[src/rtl/dz_tx_scanner.sv]
// DZ11 transmit scanner: round-robin search for a line that is enabled and has an empty UART,
// presents it as TRDY/TLINE and steers the next low-byte TDR write into that line's UART.
module dz_tx_scanner #(
  parameter int unsigned SCANDIV = 4
) (
  input  logic        clk,
  input  logic        rst,
  input  logic        devRESET,
  input  logic        csrCLR,
  input  logic        csrMSE,
  input  logic [7:0]  tcrLIN,
  input  logic [7:0]  txEMPTY,
  input  logic        tdrWRITE,
  input  logic        devLOBYTE,
  input  logic [35:0] dzDATAI,
  output logic        csrTRDY,
  output logic [2:0]  csrTLINE,
  output logic [7:0]  txLOAD,
  output logic [7:0]  txDATA
);

  localparam logic [1:0] StScan  = 2'd0;
  localparam logic [1:0] StReady = 2'd1;
  localparam logic [1:0] StLoad  = 2'd2;

  localparam logic [7:0] CntLast = 8'(SCANDIV - 1);

  logic [1:0] stateQ, stateD;
  logic [2:0] ptrQ, ptrD;
  logic [7:0] cntQ, cntD;
  logic [2:0] tlineQ, tlineD;
  logic [7:0] tdataQ, tdataD;
  logic       clear;

  assign clear = !rst || devRESET || csrCLR;

  always_comb begin
    stateD = stateQ;
    ptrD   = ptrQ;
    cntD   = cntQ;
    tlineD = tlineQ;
    tdataD = tdataQ;
    case (stateQ)
      StScan: begin
        if (!csrMSE) begin
          cntD = 8'd0;
        end else if (cntQ == CntLast) begin
          cntD = 8'd0;
          if (tcrLIN[ptrQ] && txEMPTY[ptrQ]) begin
            stateD = StReady;
            tlineD = ptrQ;
          end else begin
            ptrD = ptrQ + 3'd1;
          end
        end else begin
          cntD = cntQ + 8'd1;
        end
      end
      StReady: begin
        // Priority: MSE drop, then line disable, then a low-byte write.
        if (!csrMSE) begin
          stateD = StScan;
        end else if (!tcrLIN[tlineQ]) begin
          stateD = StScan;
          ptrD   = tlineQ + 3'd1;
        end else if (tdrWRITE && devLOBYTE) begin
          stateD = StLoad;
          tdataD = dzDATAI[7:0];
          ptrD   = tlineQ + 3'd1;
        end
      end
      StLoad: begin
        stateD = StScan;
        cntD   = 8'd0;
      end
      default: begin
        stateD = StScan;
        cntD   = 8'd0;
      end
    endcase
  end

  always_ff @(posedge clk) begin
    if (clear) begin
      stateQ <= StScan;
      ptrQ   <= 3'd0;
      cntQ   <= 8'd0;
      tlineQ <= 3'd0;
      tdataQ <= 8'd0;
    end else begin
      stateQ <= stateD;
      ptrQ   <= ptrD;
      cntQ   <= cntD;
      tlineQ <= tlineD;
      tdataQ <= tdataD;
    end
  end

  assign csrTRDY  = (stateQ == StReady);
  assign csrTLINE = tlineQ;
  assign txLOAD   = (stateQ == StLoad) ? (8'd1 << tlineQ) : 8'd0;
  assign txDATA   = tdataQ;

endmodule

[config.mk]
export PLATFORM = sky130hd
export DESIGN_NAME = dz_tx_scanner
export DESIGN_NICKNAME = d
export VERILOG_FILES = /design/src/rtl/dz_tx_scanner.sv
export SDC_FILE = /design/constraint.sdc
export NUM_CORES = 1
export LEC_CHECK = 0
export CAP_MARGIN = 25
export CORE_UTILIZATION = 40
export DETAILED_ROUTE_END_ITERATION = 7
export HOLD_SLACK_MARGIN = 0.15
export PLACE_DENSITY = 0.86
export SYNTH_ARGS = -nofsm -noshare
export SYNTH_HDL_FRONTEND = slang
export SYNTH_SLANG_ARGS = --single-unit
export TNS_END_PERCENT = 100
[constraint.sdc]
create_clock -name clk -period 6.83 [get_ports clk]
set_clock_uncertainty 0.05 [all_clocks]
set_input_delay 1.0245 -clock clk [delete_from_list [all_inputs] [get_ports clk]]
set_output_delay 1.0245 -clock clk [all_outputs]
set_load 0.005 [all_outputs]
==> summary.txt <==
Yosys
  • Mapped Cells: 165
  • Share of the synthesized area in the top cell type: 0.324
  • Post-synth top cells: dfxtp_1 (24), nor2_1 (21), nand2_1 (16), mux2i_1 (11), nor3_1 (8)
  • Mean Syn Cell Area: ~9.0 um^2
  • Mapped Area: about 1500 um^2
  • Largest area contributor in the netlist: dfxtp_1
  • Yosys warns: 0
  • Top post-synthesis cells by area: dfxtp_1 (32%), mux2i_1 (7.4%), nor2_1 (5.3%)
  • Sequential-to-total area share from yosys stat: 0.324
  • Yosys reg bits: 24
  • Asr flop ratio synth: 0
  • Ys flop type: dfxtp_1
  • Number of synthesized flops with an enable pin: 0
  • Post-synth net total: 226
  • Most common cell in the netlist: dfxtp_1
  • Yosys cell types: 49

Place
  • HPWL after DPL: roughly 2.5 mm
  • Placed cell count: around 250
  • Setup slack at placement: about 3.5 ns
  • RD Place Congestion: between 0.8 and 0.9
  • IO Port Bufs: 50

Clock tree
  • Post-CTS Repair Setup Buffers: 0
  • Root buf cell: clkbuf_8
  • H-tree depth: 1
  • Cts bufs inserted: 3
  • Clock transition at path regs: around 0.08 ns
  • Worst-skew pair later-pin latency: around 0.26 ns
  • Clock Sinks: 24
  • CTS tree: yes
  • # hold bufs at CTS: 0
  • CTS resizes: 0
  • Clk buf depth: 2

Critical path
  • Max FO, Critical Path: 10
  • Critical Path Slowest Stage Cell: a2111oi_4
  • CP Data Arrival Time: 3.15 ns
  • CP endpoint kind: flop
  • Crit path max-delay family: compound AO/OA/AOI/OAI gates
  • Cell breakdown of the critical path: clkdlybuf4s50_1 > nand2_1 > mux4_1 > a2111oi_4 > nor4b_1 > o21ba_2
  • Max incr delay on CP: roughly 0.63 ns
  • Crit start category: input pin
  • Critical Path RT: about 6.9 ns
  • WP buf/inv: 1
  • Critical path class: input pin to flop

GRT
  • Grt total ovfl: 0
  • Vias in the first global route: about 1300
  • GR Util All Layers: 0.180
  • First-pass GRT wire length: just under 6 mm
  • Initial antenna violation count: 0
  • Largest net degree at the start of global routing: 20

Pwr
  • Total power: 250 uW
  • PwrDens: roughly 120 nW/um^2
  • Leak Pwr: approximately 0.64 nW
  • Worst vdd ir: 0.123 mV

Die
  • # rows: 21
  • DIE AREA: about 4000 um^2
  • Initial Util: 0.430
  • Core ar.: approximately 3400 um^2
  • Chip height: around 63 um
  • Num ports: 79
  • Die X-Extent: between 60 and 70 um

Timing
  • Fin. max-slew vios: 0
  • Slew @ Worst Pin: roughly 0.76 ns
  • Final TNS setup: 0 ns
  • Final setup viols: 0
  • Final WS setup: 3.79 ns
  • Max frequency: roughly 330 MHz
  • Unrepaired setup endpoints after global routing: false
  • Slew Limit Headroom: 0.491
  • Tmin final: 3.04 ns
  • Fin crit share: 0.445
  • Fin. Hold Viols: 0

Drt
  • WL met3: 182 um
  • Wire length per cell: 13.3 um
  • Metal-1 WL: roughly 1.7 mm
  • DRC viols: 0
  • Wire length on met2: around 1.5 mm
  • Via count: ~1400
  • Uppermost layer routed: met4
  • DRT iter0 DRCs: slightly below 100
  • Detailed Route WL: 3.40 mm
  • Detailed Routing Iterations Pass 1: 4
  • ANT nets after route: 0
  • Routed vias/inst: roughly 5.4

Cells and area
  • Fin util: 0.584
  • Layout cell share with drive strength beyond 1: 0.119
  • Fin cells: 256
  • Diodes inserted: 0
  • Fin nets: 273
  • Layout overhead on the synthesized area: 35.6%

Flow run
  • Max-Cap Viols: 0

Worst hold path
  • Worst hold path class: flop to flop

Status
  • Status: finished clean
-- routing by layer --
metal  track usage  up-vias
li1              -      691
met1         0.250      640
met2         0.288       60
met3        0.0383        2
met4        0.0262        0
met5             0        -
-- cell type report --
class                           count  area, um^2
Fill cell                         325        1430
Multi-Input combinational cell    130         915
Timing Repair Buffer               51         508
Sequential cell                    24         480
Tap cell                           46        57.6
Clock buffer                        3        41.3
Inverter                            2        7.51
-- flip-flops by register name, summed over array words and instances (netlist names) --
register / flops
csrTLINE: 3
stateQ: 2
ptrQ: 3
cntQ: 8
txDATA: 8
-- worst paths after layout --
check | from | endpoint | slack (ns) | depth (start not counted)
worst max-delay path | tcrLIN[1] | ptrQ[1] | 3.79 | 6
worst min-delay path | txDATA[4] | txDATA[4] | 0.45 | 2
worst max register to register | cntQ[0] | ptrQ[2] | 4.44 | 6
worst min register to register | txDATA[4] | txDATA[4] | 0.45 | 2
-- layout by cell type, fill, tap and decap left out, types with 2 or more instances in the layout --
cell type	instances
nand3b_1	2
a22oi_1	2
nand3_1	6
xor2_1	6
o211ai_1	2
a21oi_1	4
nand2_1	16
ha_1	2
nor3_1	8
mux2i_1	11
clkdlybuf4s50_1	50
o21ai_0	5
and3_1	2
o31a_2	2
nor4b_1	2
or3b_2	2
nor4_1	2
nor2_1	21
o21ba_2	2
dfxtp_1	24
nor2b_1	3
clkbuf_8	3
nand4_1	4
and2b_2	2
nand2b_1	3
-- kinds of logic after synthesis --
kind of cell,after synthesis,synth area share
and+or+nand+nor,81,0.298
AOI/OAI and AO/OA,28,0.163
DFF,24,0.324
muxes,13,0.0997
buffers and inverters,11,0.0625
xor gates and xnor gates,6,0.0355
adders and majority gates,2,0.0169
-- power by group --
| group | leakage, nW | total [mW] | switching [mW] | internal, mW |
|---|---|---|---|---|
| Clock | 0.0216 | 0.0816 | 0.0422 | 0.0394 |
| Combinational | 0.428 | 0.0279 | 0.00878 | 0.0191 |
| Sequential | 0.193 | 0.140 | 0.000263 | 0.140 |
-- through the flow --
| step | hold WS, ns | cell area (um^2) |
|---|---|---|
| finish | 0.453 | 2010 |
| global route | 0.504 | 2010 |
| CTS | 0.461 | 2010 |
| detailed placement | 0.439 | 1970 |
| global placement | 0.426 | 1970 |
| floorplan | 0.431 | 1480 |
-- worst register-to-register path, cell delays in order (launching register included) --
cell	delay (ns)
dfxtp_1	0.42
ha_1	0.25
or4b_4	0.49
nor4_4	0.26
o21ai_2	0.17
or4_1	0.52
a31oi_1	0.16
No activity file was read; power rests on OpenSTA's default activity.
